$ cat src/rtl/ffmul_sched.sv
// ffmul_sched: rotating-priority scheduler in front of one shared bit-serial
// GF(2^64) multiplier engine. One operation is in flight at a time. A request
// is granted in IDLE, launched with a single mul_start pulse, and then waited
// on until the engine reports idle. A watchdog aborts a stuck engine with a
// zero result and a sticky error flag.
module ffmul_sched #(
   parameter int N_REQ    = 3,
   parameter int WD_LIMIT = 80
) (
   input  logic                 clk,
   input  logic                 rst,
   input  logic [N_REQ-1:0]     req_valid,
   input  logic [64*N_REQ-1:0]  req_x,
   input  logic [64*N_REQ-1:0]  req_y,
   input  logic [64*N_REQ-1:0]  req_pol,
   output logic [N_REQ-1:0]     req_ready,
   output logic [N_REQ-1:0]     rsp_valid,
   output logic [63:0]          rsp_data,
   output logic                 mul_start,
   output logic [63:0]          mul_x,
   output logic [63:0]          mul_y,
   output logic [63:0]          mul_pol,
   input  logic [63:0]          mul_result,
   input  logic                 mul_ready,
   output logic                 err_timeout
);

   localparam int GW = (N_REQ > 1) ? $clog2(N_REQ) : 1;
   localparam int CW = $clog2(WD_LIMIT + 1);

   typedef enum logic [1:0] {
      S_IDLE,
      S_LAUNCH,
      S_WAIT,
      S_RESP
   } state_t;

   state_t            state, state_nxt;
   logic [GW-1:0]     ptr;
   logic [GW-1:0]     g;
   logic [GW-1:0]     gnt_idx;
   logic              gnt_any;
   logic [N_REQ-1:0]  gnt_oh;
   logic [N_REQ-1:0]  g_oh;
   logic [CW-1:0]     wd_cnt;
   logic              wd_hit;
   logic [63:0]       x_q, y_q, pol_q;
   logic [GW+5:0]     sel_base;

   // The watchdog fires on the last permitted WAIT cycle, so a stuck engine
   // costs exactly WD_LIMIT WAIT cycles before the abort response.
   assign wd_hit   = (wd_cnt == CW'(WD_LIMIT - 1));
   assign gnt_oh   = N_REQ'(1) << gnt_idx;
   assign g_oh     = N_REQ'(1) << g;
   assign sel_base = {gnt_idx, 6'b0};

   assign mul_x    = x_q;
   assign mul_y    = y_q;
   assign mul_pol  = pol_q;

   // Rotating priority search: first valid requester at or above ptr, wrapping.
   always_comb begin
      int idx;
      idx     = 0;
      gnt_any = 1'b0;
      gnt_idx = '0;
      for (int k = 0; k < N_REQ; k++) begin
         idx = int'(ptr) + k;
         if (idx >= N_REQ) idx = idx - N_REQ;
         if (!gnt_any && req_valid[idx]) begin
            gnt_any = 1'b1;
            gnt_idx = GW'(idx);
         end
      end
   end

   // Accept strobe is combinational and only ever offered from IDLE outside reset.
   always_comb begin
      req_ready = '0;
      if (state == S_IDLE && !rst && gnt_any) req_ready = gnt_oh;
   end

   // State register.
   always_ff @(posedge clk) begin
      if (rst) state <= S_IDLE;
      else     state <= state_nxt;
   end

   // Next-state decode and engine load strobe. mul_ready is only looked at in WAIT;
   // by the first WAIT cycle the engine has already absorbed the LAUNCH pulse.
   always_comb begin
      state_nxt = state;
      mul_start = 1'b0;
      case (state)
         S_IDLE:   if (gnt_any) state_nxt = S_LAUNCH;
         S_LAUNCH: begin
            mul_start = 1'b1;
            state_nxt = S_WAIT;
         end
         S_WAIT:   if (mul_ready || wd_hit) state_nxt = S_RESP;
         S_RESP:   state_nxt = S_IDLE;
         default:  state_nxt = S_IDLE;
      endcase
   end

   // Operand capture, watchdog count, result capture and pointer rotation.
   always_ff @(posedge clk) begin
      if (rst) begin
         x_q         <= '0;
         y_q         <= '0;
         pol_q       <= '0;
         g           <= '0;
         ptr         <= '0;
         wd_cnt      <= '0;
         rsp_data    <= '0;
         rsp_valid   <= '0;
         err_timeout <= 1'b0;
      end else begin
         rsp_valid <= '0;
         case (state)
            S_IDLE: begin
               if (gnt_any) begin
                  x_q   <= req_x[sel_base +: 64];
                  y_q   <= req_y[sel_base +: 64];
                  pol_q <= req_pol[sel_base +: 64];
                  g     <= gnt_idx;
               end
            end
            S_LAUNCH: wd_cnt <= '0;
            S_WAIT: begin
               if (mul_ready) begin
                  rsp_data  <= mul_result;
                  rsp_valid <= g_oh;
               end else if (wd_hit) begin
                  rsp_data    <= '0;
                  rsp_valid   <= g_oh;
                  err_timeout <= 1'b1;
               end else begin
                  wd_cnt <= CW'(wd_cnt + 1'b1);
               end
            end
            S_RESP: begin
               if (int'(g) == N_REQ - 1) ptr <= '0;
               else                      ptr <= GW'(g + 1'b1);
            end
            default: ;
         endcase
      end
   end

endmodule
$ cat config.mk
export PLATFORM = sky130hd
export DESIGN_NAME = ffmul_sched
export DESIGN_NICKNAME = d
export VERILOG_FILES = /design/src/rtl/ffmul_sched.sv
export SDC_FILE = /design/constraint.sdc
export NUM_CORES = 1
export LEC_CHECK = 0
export ABC_CLOCK_PERIOD_IN_PS = 6400
export BUFFER_PORTS_ARGS = -buffer_cell sky130_fd_sc_hd__buf_4
export CAP_MARGIN = 15
export CORE_AREA = 2 2 353 355
export DETAILED_ROUTE_END_ITERATION = 10
export DIE_AREA = 0 0 355 357
export GPL_ROUTABILITY_DRIVEN = 0
export PLACE_DENSITY_LB_ADDON = 0.08
export SLEW_MARGIN = 20
export SYNTH_ARGS = -nofsm -noshare
export SYNTH_HDL_FRONTEND = slang
export SYNTH_SLANG_ARGS = --single-unit
$ cat constraint.sdc
create_clock -name clk -period 6.4 [get_ports clk]
set_input_delay 0.64 -clock clk [delete_from_list [all_inputs] [get_ports clk]]
set_output_delay 0.64 -clock clk [all_outputs]
set_load 0.05 [all_outputs]
=== After elaboration in Yosys (flattened, before gate mapping) ===
Index checks and enable logic that the tools add are counted.

* Register bits after elaboration: 273
* Bits in latches: 0
* Memory bits (writable): 0
* Memory bits (read-only): 0
* Input port bits: 646
* Output and inout port bits: 264
* Memories kept: 0

* $add $sub $neg: 7
* Multiply operators: 0
* Divide/modulo/power cells: 0
* Order comparisons: 6
* Eq/ne operators: 9
* Shift operators: 5
* Multiplexer cells: 31
* Bitwise gates (word level): 2
* Reduce and logical (&&, ||, !) cells: 17

{| class="wikitable"
|+ Operators by type and width
! cell !! count
|-
| 192-bit by 9-bit variable part select with 64-bit output || 3
|-
| 64-bit two-way mux || 2
|-
| 32-bit by 4-bit less-than comparator with 1-bit output, second input constant || 3
|-
| 32-bit two-way mux || 3
|-
| 7-bit two-way mux || 2
|-
| 7-bit case mux with 2 select lines || 1
|-
| 2-bit two-way mux || 6
|-
| 1-bit two-way mux || 10
|-
| 3-bit two-way mux || 3
|-
| 2-bit != test, second input constant || 4
|-
| 2-bit case mux with 4 select lines || 1
|-
| 3-bit by 2-bit subtractor with 4-bit output, second input constant || 2
|-
| 7-bit by 1-bit adder with 7-bit output, second input constant || 1
|-
| 7-bit equality test, second input constant || 1
|-
| 1-bit binary-select mux with 2-bit select || 3
|-
| 2-bit equality test, second input constant || 3
|-
| 3-bit by 2-bit greater-or-equal comparator with 1-bit output, second input constant || 2
|-
| 2-bit AND reduction || 3
|-
| 3-bit AND reduction || 2
|-
| 1-bit by 2-bit left shift with 3-bit output, first input constant || 2
|-
| 1-bit logical AND || 4
|-
| 2-bit nonzero test || 2
|-
| 2-bit by 1-bit adder with 3-bit output, second input constant || 1
|-
| 2-bit by 2-bit adder with 3-bit output, second input constant || 1
|-
| 9 further kinds || 12
|}

=== Depth between registers and ports, before layout ===
Gate-level depths: netlist of the first run.

* Depth in word-level cells: 14
* Mapped depth: 12
* Depth with buffers taken out: 8

=== Worst setup path after synthesis of the first run ===
No wires, ideal clock.

* Path kind: reg2out
* Start point: reg ptr[0]
* End point: out req_ready[1]
* Arrival: 2.310 ns
* Data required time: 5.760 ns
* Path slack: 3.450 ns
* Cell stages (with the launch flop): 11
* Buffers on the path: 3
* Cells stage by stage: dfxtp_1 inv_1 ha_1 buf_2 nand3b_1 o21a_1 or3_1 a311oi_1 and2_1 buf_4 buf_2

* Cells in the longest elaborated chain, start to end: 14
* Elaborated cells between the ends (all ways): 33
* Those cells by class: add/sub: 5; order compare: 3; shift: 1; mux: 19; reduce/logical: 5

{| class="wikitable"
|+ Ends and longest elaborated chain
! what !! line !! text
|-
| start, declared || 39 || <nowiki>logic [GW-1:0] ptr;</nowiki>
|-
| start signal, assigned || 144 || <nowiki>else ptr <= GW'(g + 1'b1);</nowiki>
|-
| parallel branches: the longest is 13 deep, another holds 3-bit by 2-bit subtractor with 4-bit output || n/a ||
|-
| 3-bit two-way mux (*) || 80 || <nowiki>if (state == S_IDLE && !rst && gnt_any) req_ready = gnt_oh;</nowiki>
|-
| end, declared || 16 || <nowiki>output logic [N_REQ-1:0] req_ready,</nowiki>
|}

Mark *: on every way between the ends. The select of a mux whose other input is x is not followed.

=== Final worst setup path of the first run ===
Same ends and word-level chain as after synthesis.

==> results of run 1 <==
==> where the power goes <==
part           internal (mW)  switching (mW)
logic                   1.54            3.10
registers               2.24           0.338
clock network           1.45           0.985
total                   5.23            4.42
==> logic make-up after synthesis <==
family	Yosys count	synth area share [%]
DFF	273	49.0
muxes	6	0.539
AOI/OAI and AO/OA	481	38.6
buffers and inverters	116	5.67
and+or+nand+nor	124	5.03
xor gates and xnor gates	1	0.0785
adders and majority gates	10	1.12
==> routing by layer <==
layer | vias up | part of all wire [%] | track usage (%)
li1 | 5890 | - | -
met1 | 6206 | 37 | 12.6
met2 | 604 | 50 | 20.4
met3 | 98 | 10 | 5.14
met4 | 10 | 2.9 | 4.42
met5 | - | 0.080 | 0
==> Yosys cell counts (all sizes together) (5+ instances only) <==
| cell type | count | area share (%) |
|---|---|---|
| a22o | 193 | 15 |
| mux2i | 6 | 0.54 |
| o21ai | 5 | 0.22 |
| a21oi | 10 | 0.45 |
| ha | 10 | 1.1 |
| dfxtp | 273 | 49 |
| nand2 | 5 | 0.17 |
| nand2b | 6 | 0.34 |
| a221o | 192 | 17 |
| nor2 | 83 | 2.8 |
| clkbuf | 55 | 1.9 |
| nand3b | 5 | 0.34 |
| nor2b | 6 | 0.34 |
| buf | 56 | 3.6 |
| a22oi | 64 | 4.3 |
| inv | 5 | 0.17 |
==> critical path, delay by kind of cell, from the launching register on <==
| kind | cells | cell delay, ns |
|---|---|---|
| simple gates | 3 | 1.22 |
| compound gates | 2 | 0.55 |
| fa+ha+maj | 1 | 0.47 |
| buf+inv | 2 | 0.43 |
| flops | 1 | 0.37 |
==> flip-flops by register name (all words and copies together) (netlist names) <==
| name | cells |
|---|---|
| err_timeout | 1 |
| g | 2 |
| mul_pol | 64 |
| mul_x | 64 |
| mul_y | 64 |
| ptr | 2 |
| rsp_data | 64 |
| rsp_valid | 3 |
| state | 2 |
| wd_cnt | 7 |
==> worst max-delay path by stage <==
stage              endpoint  slack, ns  cells after the start
6_report       req_ready[1]       2.10                      8
3_3_place_gp      mul_y[31]       2.43                      9
4_1_cts        req_ready[1]       1.92                      8
3_5_place_dp      mul_y[57]       2.42                      9
5_1_grt        req_ready[1]       1.74                      8
2_1_floorplan  req_ready[1]       3.45                     10
==> cell usage in the layout, fill, tap and decap left out, types with 4 or more instances in the layout <==
master and instances:
sky130_fd_sc_hd__nor2b_1 6, sky130_fd_sc_hd__inv_1 5, sky130_fd_sc_hd__dfxtp_1 273, sky130_fd_sc_hd__a221o_1 192, sky130_fd_sc_hd__a22oi_1 64, sky130_fd_sc_hd__clkinv_2 4, sky130_fd_sc_hd__nand3b_1 5, sky130_fd_sc_hd__nand2_1 5
sky130_fd_sc_hd__diode_2 12, sky130_fd_sc_hd__mux2i_1 6, sky130_fd_sc_hd__clkbuf_16 44, sky130_fd_sc_hd__clkbuf_8 12, sky130_fd_sc_hd__buf_4 915, sky130_fd_sc_hd__clkbuf_1 13, sky130_fd_sc_hd__a22o_1 193, sky130_fd_sc_hd__ha_1 10
sky130_fd_sc_hd__nand2b_1 6, sky130_fd_sc_hd__o21ai_0 4, sky130_fd_sc_hd__buf_12 7, sky130_fd_sc_hd__a21oi_1 10, sky130_fd_sc_hd__nor2_1 82
==> final cells by class <==
cell class	instances	area share (%)
Antenna cell	12	0.142
Clock buffer	69	6.24
Clock inverter	9	0.492
Inverter	5	0.0890
Multi-Input combinational cell	622	24.2
Sequential cell	273	25.9
Tap cell	1637	9.71
Timing Repair Buffer	922	33.2
==> per-stage QoR <==
| stage | cell area, µm² | std cells |
|---|---|---|
| 2_1_floorplan | 11200 | 1011 |
| 3_3_place_gp | 19600 | 3459 |
| 3_5_place_dp | 19600 | 3459 |
| 4_1_cts | 21100 | 3537 |
| 5_1_grt | 21100 | 3546 |
| 6_report | 21100 | 3549 |
==> impl_summary.txt, run 1 <==
----------------------------------------------------
[Logic synthesis]
  Proportion of synthesized chip area in sequential cells ... 49.0%
  Yosys warnings ... 0
  Avg Synthesized Cell Area ... 11.0 µm²
  FF+latch count, synth ... 273
  Synthesized netlist net count ... 1667
  Number of instances in the synthesized netlist ... 1011
  Most used flip-flop cell after synthesis ... sky130_fd_sc_hd__dfxtp_1
  Async S/R FF share, synth ... 0%
  Number of distinct library cell variants in the gate-level netlist after synthesis ... 40
  Mapped cell area ... 0.0112 mm²
  Count of flip-flops with a built-in enable after synthesis ... 0

[Detailed routing]
  WL per Instance ... 22.5 µm
  Total number of vias ... 12808
  Antenna viol nets, final ... 0
  Vias per inst ... 3.61
  Detailed-routing iteration count for the pre-antenna-repair pass ... 5
  Final routed wirelength across all metal layers ... 79900 µm
  Initial DRC count ... 629
  # DRC ... 0

[Global route]
  Overflow after GRT ... 0
  Aggregate global-route resource usage ... 11.8%
  Via count of the first global-routing pass ... 13414
  First-pass GRT wire length ... 107000 µm
  Initial antenna violation count ... 19
  Maximum number of pins on one net before global-route repair ... 148

[Timing]
  Total of endpoints with negative setup slack in the final report ... 0
  Number of hold-slack violations in the final timing report ... 0
  Number of pins exceeding their max-slew limit in the final report ... 0
  Transition time at the pin with the least slew margin ... 1.02 ns
  Unrepaired setup endpoints after global routing ... no
  Final-layout worst hold slack ... 0.254 ns
  Relative slew slack ... 31.9%
  Time the final worst path needs with I/O delays and setup ... 4.30 ns
  Sum of negative setup slack ... 0 ns
  Worst Setup Slack, final ... 2.10 ns
  Worst Clk Skew ... 0.0182 ns
  Top achievable clock speed ... 0.233 GHz
  Post-route clock period utilization ... 67.1%

[Critical path]
  Register-to-Register Path Depth ... 9
  Cell-by-cell trace of the critical path ... inv_1 > ha_1 > nand3b_1 > o21a_1 > or3_1 > a311oi_1 > and2_4 > buf_4
  Crit path max-delay cell type ... sky130_fd_sc_hd__and2_4
  Reg-to-reg critical path endpoint ... mul_y[28]
  Kind of end point of the critical path ... primary output
  Largest driver fanout on the critical path ... 47
  Category of the critical setup timing path ... register to primary output
  Arrival @ worst endpoint ... 3.66 ns
  Reg-to-reg slack, setup ... 2.40 ns
  Crit path launch ... ptr[0]
  CP Launch Type ... register
  Crit path largest cell delay ... 0.66 ns
  Critical R2R Launch ... ptr[0]
  Required arrival time at the worst endpoint ... 5.76 ns

[Die]
  Die Height ... 357 µm
  Num ports ... 910
  Die Area ... 0.127 mm²
  Core area ... 0.123 mm²
  Number of placement rows ... 129
  Die W ... 355 µm
  Effective utilization at floorplan ... 9.07%

[Final layout]
  Layout cell share with drive strength beyond 1 ... 52.3%
  Signed area change from the synthesized netlist to the final layout ... 89.1%
  Multi-input gate area ... 0.00510 mm²
  Number of filler instances in the final layout ... 13756
  Fin util ... 17.1%
  Sequential cell area ... 0.00547 mm²
  Net count of the finished layout ... 2524

[Pwr]
  Worst IR drop on VDD ... 0.000186 V
  Pwr/cell area ... 458 mW/mm²
  Leakage power total ... 9.30 nW
  Design Power ... 9.65 mW

[CTS]
  Hold-fix buffers, CTS ... 0
  Clk slew on worst S/H paths ... 0.06 ns
  PostCTS Resize Cnt ... 0
  Clock latency at the later pin of the worst-skew pair ... 0.61 ns
  Clock root buffer master ... sky130_fd_sc_hd__clkbuf_16
  H-tree depth reported by CTS ... 2
  Clock net sink count ... 273
  Buffers inserted by post-CTS timing repair ... 0
  CTS tree ... built
  Number of buffers created by CTS ... 44
  Longest Clk Path Bufs ... 3

[Place]
  Placed wire-length estimate after detailed placement ... 59100 µm
  Count of buffers from port buffering ... 909
  Pre-CTS worst setup slack ... 2.42 ns

[Hold path]
  Worst min path class ... primary input to register
  Depth of the worst hold-timing path ... 2
  Min-Delay Startpoint ... req_y[13]
  End of the worst hold path ... mul_y[13]

[Run status]
  Run status ... finished, final reports clean

[Flow run]
  Reported max-cap violation count ... 0

----------------------------------------------------
No activity file was read; power rests on OpenSTA's default activity.
==> run 2: changes to the inputs <==
- ABC_AREA: not set -> 1
- ABC_CLOCK_PERIOD_IN_PS: 6400 -> 3500
- CORE_AREA: 2 2 353 355 -> 2 2 351 353
- DIE_AREA: 0 0 355 357 -> 0 0 353 355
- clock period: 6.4 -> 3.5 ns (I/O delays scaled with it)
==> impl_summary.txt, run 2 <==
----------------------------------------------------
[Logic synthesis]
  Count leader, synth ... sky130_fd_sc_hd__a21oi_1
  FF+latch count, synth ... 273 (unchanged)
  Biggest area consumer among synthesized cells ... sky130_fd_sc_hd__dfxtp_1
  Share of Yosys cell area claimed by the top area cell type ... 37.0% (-12 points)
  Number of distinct library cell variants in the gate-level netlist after synthesis ... 26 (-35%)
  Mapped cell area ... 0.0148 mm² (+33%)
  Top post-synthesis cells by count ... sky130_fd_sc_hd__a21oi_1 (459), sky130_fd_sc_hd__inv_1 (404), sky130_fd_sc_hd__nand3_1 (399)
  Async S/R FF share, synth ... 0% (unchanged)
  Count of flip-flops with a built-in enable after synthesis ... 0 (unchanged)
  Avg Synthesized Cell Area ... 6.33 µm² (-43%)
  Number of instances in the synthesized netlist ... 2335 (+130%)
  Proportion of synthesized chip area in sequential cells ... 37.0% (-12 points)
  Cells taking the most area after synthesis ... sky130_fd_sc_hd__dfxtp_1 (37%), sky130_fd_sc_hd__a21oi_1 (16%), sky130_fd_sc_hd__nand3_1 (14%)
  Most used flip-flop cell after synthesis ... sky130_fd_sc_hd__dfxtp_1
  Yosys warnings ... 0 (unchanged)
  Synthesized netlist net count ... 2991 (+79%)

[Critical path]
  Largest driver fanout on the critical path ... 58 (+23%)
  Arrival @ worst endpoint ... 2.94 ns (-0.72 ns)
  Register-to-Register Path Depth ... 11 (+2)
  Critical R2R Launch ... ptr[0]
  Kind of end point of the critical path ... primary output
  Setup crit end ... req_ready[0]
  Required arrival time at the worst endpoint ... 3.15 ns (-2.61 ns)
  Crit path launch ... ptr[0]
  CP Launch Type ... register
  Reg-to-reg critical path endpoint ... mul_y[11]
  Reg-to-reg slack, setup ... 0.88 ns (-1.52 ns)
  Category of the critical setup timing path ... register to primary output

[CTS]
  Clock root buffer master ... sky130_fd_sc_hd__clkbuf_16
  H-tree depth reported by CTS ... 2 (unchanged)
  Clock net sink count ... 273 (unchanged)
  Longest Clk Path Bufs ... 3 (unchanged)
  Number of buffers created by CTS ... 43 (-2.3%)
  Clk slew on worst S/H paths ... 0.06 ns (about the same)
  Clock latency at the later pin of the worst-skew pair ... 0.61 ns (about the same)
  Buffers inserted by post-CTS timing repair ... 0 (unchanged)
  CTS tree ... built

[Pwr]
  Internal power ... 11.0 mW (+110%)
  Design Power ... 22.8 mW (+140%)
  Sw Ratio ... 51.7% (+5.9 points)
  Power share of the clock group ... 19.9% (-5.3 points)
  Pwr/cell area ... 839 mW/mm² (+83%)
  Worst IR drop on VDD ... 0.000569 V (+210%)
  Leakage power total ... 13.6 nW (+46%)
  Share of total power in combinational logic ... 59.8% (+12 points)
  Sw Pwr ... 11.8 mW (+170%)
  Flop pwr share ... 20.4% (-6.3 points)

[Detailed routing]
  WL per Instance ... 20.0 µm (-11%)
  Vias per inst ... 3.89 (+7.8%)
  Antenna viol nets, final ... 0 (unchanged)
  # DRC ... 0 (unchanged)
  Total number of vias ... 19589 (+53%)
  Final routed wirelength across all metal layers ... 101000 µm (+26%)
  Initial DRC count ... 870 (+38%)
  Detailed-routing iteration count for the pre-antenna-repair pass ... 5 (unchanged)

[Final layout]
  Layout cell share with drive strength beyond 1 ... 30.7% (-22 points)
  Commonest non-fill, non-tap cell in the layout ... sky130_fd_sc_hd__buf_4
  Final cell count without fillers ... 5037 (+42%)
  Net count of the finished layout ... 4020 (+59%)
  Number of filler instances in the final layout ... 14032 (+2.0%)
  Commonest cells after routing, fill and taps aside ... sky130_fd_sc_hd__buf_4 (934), sky130_fd_sc_hd__a21oi_1 (459), sky130_fd_sc_hd__inv_1 (403), sky130_fd_sc_hd__nand3_1 (399), sky130_fd_sc_hd__nand2_1 (359)
  Signed area change from the synthesized netlist to the final layout ... 83.9%

[Timing]
  Sum of negative setup slack ... 0 ns (unchanged)
  Transition time at the pin with the least slew margin ... 0.821 ns (-0.196 ns)
  Total of endpoints with negative setup slack in the final report ... 0 (unchanged)
  Relative slew slack ... 45.3% (+13 points)
  Number of pins exceeding their max-slew limit in the final report ... 0 (unchanged)
  Post-route clock period utilization ... 93.9%
  Unrepaired setup endpoints after global routing ... no
  Worst Clk Skew ... 0.0132 ns (-0.00499 ns)
  Top achievable clock speed ... 0.304 GHz
  Time the final worst path needs with I/O delays and setup ... 3.29 ns
  Number of hold-slack violations in the final timing report ... 0 (unchanged)

[Hold path]
  Worst min path class ... primary input to register

[Die]
  Num ports ... 910 (unchanged)
  Effective utilization at floorplan ... 12.2% (+3.1 points)
  Core area ... 0.121 mm² (-1.3%)
  Number of placement rows ... 128 (-0.78%)
  Die Area ... 0.125 mm² (-1.1%)
  Die W ... 353 µm (-0.56%)
  Die Height ... 355 µm (-0.56%)

[Flow run]
  Reported max-cap violation count ... 0 (unchanged)

[Place]
  Inst Count DP ... 4732 (+37%)
  Placed wire-length estimate after detailed placement ... 73300 µm (+24%)
  Count of buffers from port buffering ... 909 (unchanged)

[Global route]
  Overflow after GRT ... 0 (unchanged)
  Maximum number of pins on one net before global-route repair ... 111 (-25%)
  Aggregate global-route resource usage ... 15.4% (+3.6 points)
  First-pass GRT wire length ... 144000 µm (+35%)
  Initial antenna violation count ... 26 (+7)
  Via count of the first global-routing pass ... 20387 (+52%)

[Run status]
  Run status ... finished, final reports clean

----------------------------------------------------
run 2: cell count changes in the layout (fill, tap and decap cells not counted), moves of 19 or more:
cell                            delta
sky130_fd_sc_hd__nor2_1           -65
sky130_fd_sc_hd__o21ai_0         +189
sky130_fd_sc_hd__dlygate4sd3_1   +212
sky130_fd_sc_hd__buf_12           +20
sky130_fd_sc_hd__a22o_1          -193
sky130_fd_sc_hd__a22oi_1          -63
sky130_fd_sc_hd__nand3_1         +396
sky130_fd_sc_hd__nand2_1         +354
sky130_fd_sc_hd__buf_4            +19
sky130_fd_sc_hd__inv_1           +398
sky130_fd_sc_hd__a21oi_1         +449
sky130_fd_sc_hd__a221o_1         -192
run 2: kinds of logic after synthesis:
kind of cell             count (synthesis)  share of synthesized area [%]
AO/OA/AOI/OAI                          663                           22.6
XOR/XNOR                                 1                         0.0592
adder cells (fa/ha/maj)                 10                          0.846
buffers and inverters                  599                           16.0
flip-flops                             273                           37.0
AND/OR/NAND/NOR                        789                           23.6
run 2: worst max-delay path, stage by stage, from the launching register on:
cell                      delay, ns
sky130_fd_sc_hd__dfxtp_1       0.37
sky130_fd_sc_hd__inv_1         0.08
sky130_fd_sc_hd__ha_2          0.40
sky130_fd_sc_hd__inv_2         0.05
sky130_fd_sc_hd__nand3_1       0.08
sky130_fd_sc_hd__nand2_1       0.17
sky130_fd_sc_hd__nand4_1       0.19
sky130_fd_sc_hd__nand2_4       0.13
sky130_fd_sc_hd__buf_12        0.23
sky130_fd_sc_hd__nor4_1        0.34
sky130_fd_sc_hd__buf_4         0.28
run 2: layer usage:
| layer | up-vias | part of all wire [%] | global-route usage, % |
|---|---|---|---|
| met3 | 106 | 5.9 | 3.67 |
| met1 | 9237 | 41 | 18.0 |
| li1 | 9652 | - | - |
| met4 | 10 | 2.5 | 5.63 |
| met2 | 584 | 51 | 27.1 |
| met5 | - | 0.067 | 0 |
run 2: worst min path at each step:
stage | slack [ns] | from | depth (start not counted) | to
2_1_floorplan | 0.43 | g[0] | 1 | rsp_valid[2]
5_1_grt | 0.03 | req_x[163] | 3 | mul_x[35]
6_report | 0.06 | req_pol[186] | 3 | mul_pol[58]
4_1_cts | 0.0002 | req_pol[186] | 3 | mul_pol[58]
3_5_place_dp | 0.46 | rsp_data[13] | 2 | rsp_data[13]
3_3_place_gp | 0.45 | rsp_data[6] | 2 | rsp_data[6]
run 2: through the flow:
stage,hold slack (ns),setup WS [ns],utilization (%),cell area [µm²]
2_1_floorplan,0.428,0.135,-,14800
4_1_cts,0.000192,0.0500,22.4,27100
5_1_grt,0.0288,0.0193,22.4,27200
6_report,0.0555,0.213,22.4,27200
3_5_place_dp,0.455,0.697,19.4,23600
3_3_place_gp,0.453,0.691,19.4,23600
run 2: power groups by stage:
stage                     logic, mW  clock network [mW]  registers (mW)
after global routing           14.8                4.83            4.77
after global placement         13.8                   0            4.71
final                          13.6                4.53            4.65
after floorplan                5.21                   0            7.80
after detailed placement       13.7                   0            4.71
after CTS                      13.9                4.76            4.65
run 2: layout make-up:
cell class / instances / area (µm²) / area share, %
repair buffers: 1173 / 9670 / 35.6
multi-input cells: 1463 / 7000 / 25.7
flip-flops and latches: 273 / 5470 / 20.1
well taps: 1625 / 2030 / 7.48
inverters: 410 / 1560 / 5.74
clock buffers: 67 / 1290 / 4.73
clock inverters: 8 / 126 / 0.465
diodes: 18 / 45.0 / 0.166
run 2: repair_timing:
| item | CTS | global route |
|---|---|---|
| setup endpoints to repair | 1 | 2 |
| hold buffers | 212 | 0 |
| gates resized for setup | 1 | 2 |
| hold endpoints to repair | 212 | 0 |
==> run 3: changes to the inputs <==
--- a/config.mk
+++ b/config.mk
@@ -8,3 +8,2 @@
 export ABC_AREA = 1
-export ABC_CLOCK_PERIOD_IN_PS = 3500
 export BUFFER_PORTS_ARGS = -buffer_cell sky130_fd_sc_hd__buf_4
@@ -16,2 +15,3 @@
 export PLACE_DENSITY_LB_ADDON = 0.08
+export REMOVE_ABC_BUFFERS = 1
 export SLEW_MARGIN = 20
--- a/constraint.sdc
+++ b/constraint.sdc
@@ -3,2 +3,2 @@
 set_output_delay 0.35 -clock clk [all_outputs]
-set_load 0.05 [all_outputs]
+set_load 0.02 [all_outputs]
==> impl_summary.txt, run 3 (synthesis gave the netlist of run 2 again) <==
----------------------------------------------------
[CTS]
  Clock latency at the later pin of the worst-skew pair ... 0.60 ns (about the same)
  Clk slew on worst S/H paths ... 0.06 ns (about the same)
  PostCTS Resize Cnt ... 0 (-1)
  Clock root buffer master ... sky130_fd_sc_hd__clkbuf_16
  Number of buffers created by CTS ... 44 (+2.3%)
  H-tree depth reported by CTS ... 2 (unchanged)
  Longest Clk Path Bufs ... 3 (unchanged)
  CTS tree ... built
  Clock net sink count ... 273 (unchanged)

[Final layout]
  Fin util ... 21.9% (-0.48 points)
  Final cell count without fillers ... 4972 (-1.3%)
  Area of all placed cells without fillers ... 0.0266 mm² (-2.1%)
  Signed area change from the synthesized netlist to the final layout ... 79.9%
  Commonest non-fill, non-tap cell in the layout ... sky130_fd_sc_hd__buf_4
  Layout cell share with drive strength beyond 1 ... 31.4% (+0.77 points)
  Commonest cells after routing, fill and taps aside ... sky130_fd_sc_hd__buf_4 (945), sky130_fd_sc_hd__a21oi_1 (459), sky130_fd_sc_hd__inv_1 (403), sky130_fd_sc_hd__nand3_1 (399), sky130_fd_sc_hd__nand2_1 (359)
  Net count of the finished layout ... 3966 (-1.3%)

[Timing]
  Worst Setup Slack, final ... 0.330 ns (+0.117 ns)
  Top achievable clock speed ... 0.315 GHz (+3.7%)
  Number of pins exceeding their max-slew limit in the final report ... 0 (unchanged)
  Transition time at the pin with the least slew margin ... 0.857 ns (+0.0365 ns)
  Time the final worst path needs with I/O delays and setup ... 3.17 ns (-0.117 ns)
  Number of hold-slack violations in the final timing report ... 0 (unchanged)
  Unrepaired setup endpoints after global routing ... no
  Worst Clk Skew ... 0.0154 ns (+0.00216 ns)
  Post-route clock period utilization ... 90.6% (-3.3 points)
  Relative slew slack ... 42.8% (-2.4 points)
  Total of endpoints with negative setup slack in the final report ... 0 (unchanged)

[Die]
  Die Area ... 0.125 mm² (unchanged)
  Die Height ... 355 µm (unchanged)
  Core area ... 0.121 mm² (unchanged)
  Effective utilization at floorplan ... 12.2% (unchanged)
  Die W ... 353 µm (unchanged)
  Number of placement rows ... 128 (unchanged)
  Num ports ... 910 (unchanged)

[Critical path]
  Arrival @ worst endpoint ... 2.82 ns (-0.12 ns)
  Register-to-Register Path Depth ... 12 (+1)
  Required arrival time at the worst endpoint ... 3.15 ns (about the same)
  Crit path launch ... ptr[0]
  Setup crit end ... req_ready[1]
  CP Launch Type ... register
  Reg-to-reg slack, setup ... 0.68 ns (-0.20 ns)
  Category of the critical setup timing path ... register to primary output
  Largest driver fanout on the critical path ... 9 (-84%)
  Kind of end point of the critical path ... primary output
  Critical R2R Launch ... ptr[0]
  Reg-to-reg critical path endpoint ... mul_x[59]

[Place]
  Area after detailed placement ... 0.0236 mm² (about the same)
  Pre-CTS worst setup slack ... 0.678 ns (-0.0196 ns)
  Placed wire-length estimate after detailed placement ... 74600 µm (+1.9%)
  Inst Count DP ... 4738 (+0.13%)
  Count of buffers from port buffering ... 909 (unchanged)

[Detailed routing]
  Detailed-routing iteration count for the pre-antenna-repair pass ... 5 (unchanged)
  # DRC ... 0 (unchanged)
  WL per Instance ... 20.3 µm (+1.8%)
  Initial DRC count ... 793 (-8.9%)
  Vias per inst ... 3.89 (about the same)
  Final routed wirelength across all metal layers ... 101000 µm (+0.46%)
  Antenna viol nets, final ... 0 (unchanged)
  Total number of vias ... 19334 (-1.3%)

[Global route]
  Maximum number of pins on one net before global-route repair ... 87 (-22%)
  Met3 layer usage reported by global route ... 4.75% (+1.1 points)
  Via count of the first global-routing pass ... 20188 (-0.98%)
  Global-route met1 utilization ... 17.7% (-0.29 points)
  Aggregate global-route resource usage ... 15.4% (+0.021 points)
  Overflow after GRT ... 0 (unchanged)
  First-pass GRT wire length ... 144000 µm (about the same)
  Most used routing layer in global routing ... met2
  Initial antenna violation count ... 8 (-69%)
  GR Util met2 ... 27.7% (+0.53 points)

[Pwr]
  Design Power ... 21.0 mW (-8.1%)
  Leakage power total ... 13.3 nW (-1.5%)
  Pwr/cell area ... 788 mW/mm² (-6.1%)
  Worst IR drop on VDD ... 0.000487 V (-15%)

[Run status]
  Run status ... finished, final reports clean

[Hold path]
  Min-Delay Startpoint ... req_x[162]
  Worst min path class ... primary input to register

[Flow run]
  Reported max-cap violation count ... 0 (unchanged)

----------------------------------------------------
-- run 3: cell count changes in the layout (fill, tap and decap cells not counted), moves of 3 or more --
| cell | change |
|---|---|
| sky130_fd_sc_hd__buf_12 | -5 |
| sky130_fd_sc_hd__dlygate4sd3_1 | -61 |
| sky130_fd_sc_hd__buf_4 | +11 |
| sky130_fd_sc_hd__diode_2 | -14 |
| sky130_fd_sc_hd__clkinv_2 | +3 |
-- run 3: cell type report --
cell class,instances,area (µm²)
fill,13985,94800
timing repair buffer,1118,9050
multi-input combinational,1463,6990
sequential,273,5470
tap,1625,2030
inverter,410,1560
clock buffer,68,1340
clock inverter,11,161
antenna,4,10.0
-- run 3: worst min path at each step --
stage / end / slack [ns] / depth (start not counted)
final: mul_x[34] / 0.06 / 3
after global routing: mul_pol[40] / 0.02 / 3
after CTS: mul_x[21] / 0.0005 / 3
after detailed placement: rsp_data[7] / 0.45 / 2
after global placement: rsp_data[0] / 0.45 / 2
after floorplan: rsp_data[0] / 0.42 / 1
-- run 3: worst max-delay path: stages, from the launching register on --
cell and delay, ns:
sky130_fd_sc_hd__dfxtp_1 0.37, sky130_fd_sc_hd__inv_1 0.08, sky130_fd_sc_hd__ha_1 0.39, sky130_fd_sc_hd__inv_2 0.08, sky130_fd_sc_hd__nand3_1 0.08, sky130_fd_sc_hd__nand2_1 0.20, sky130_fd_sc_hd__nand4_1 0.37, sky130_fd_sc_hd__nand2_4 0.30
sky130_fd_sc_hd__nand2_1 0.08, sky130_fd_sc_hd__nor2_1 0.12, sky130_fd_sc_hd__buf_4 0.16
-- run 3: report_power, final --
group,internal (mW),switching [mW]
clock network,2.92,1.82
logic,4.12,7.38
registers,4.12,0.580
-- run 3: repair_timing --
action,4_1_cts,5_1_grt
hold endpoints to repair,151,0
buffers inserted,0,0
hold buffers,151,0
-- run 3: routing by layer --
metal | vias up | wire, µm
li1 | 9533 | -
met1 | 9117 | 40600
met2 | 602 | 51400
met3 | 78 | 7330
met4 | 4 | 1810
met5 | - | 27
-- run 3: metrics by stage --
step,hold slack [ns],TNS (ns)
2_1_floorplan,0.419,-1376.72
3_3_place_gp,0.454,0
3_5_place_dp,0.453,0
4_1_cts,0.000549,0
5_1_grt,0.0203,0
6_report,0.0556,0
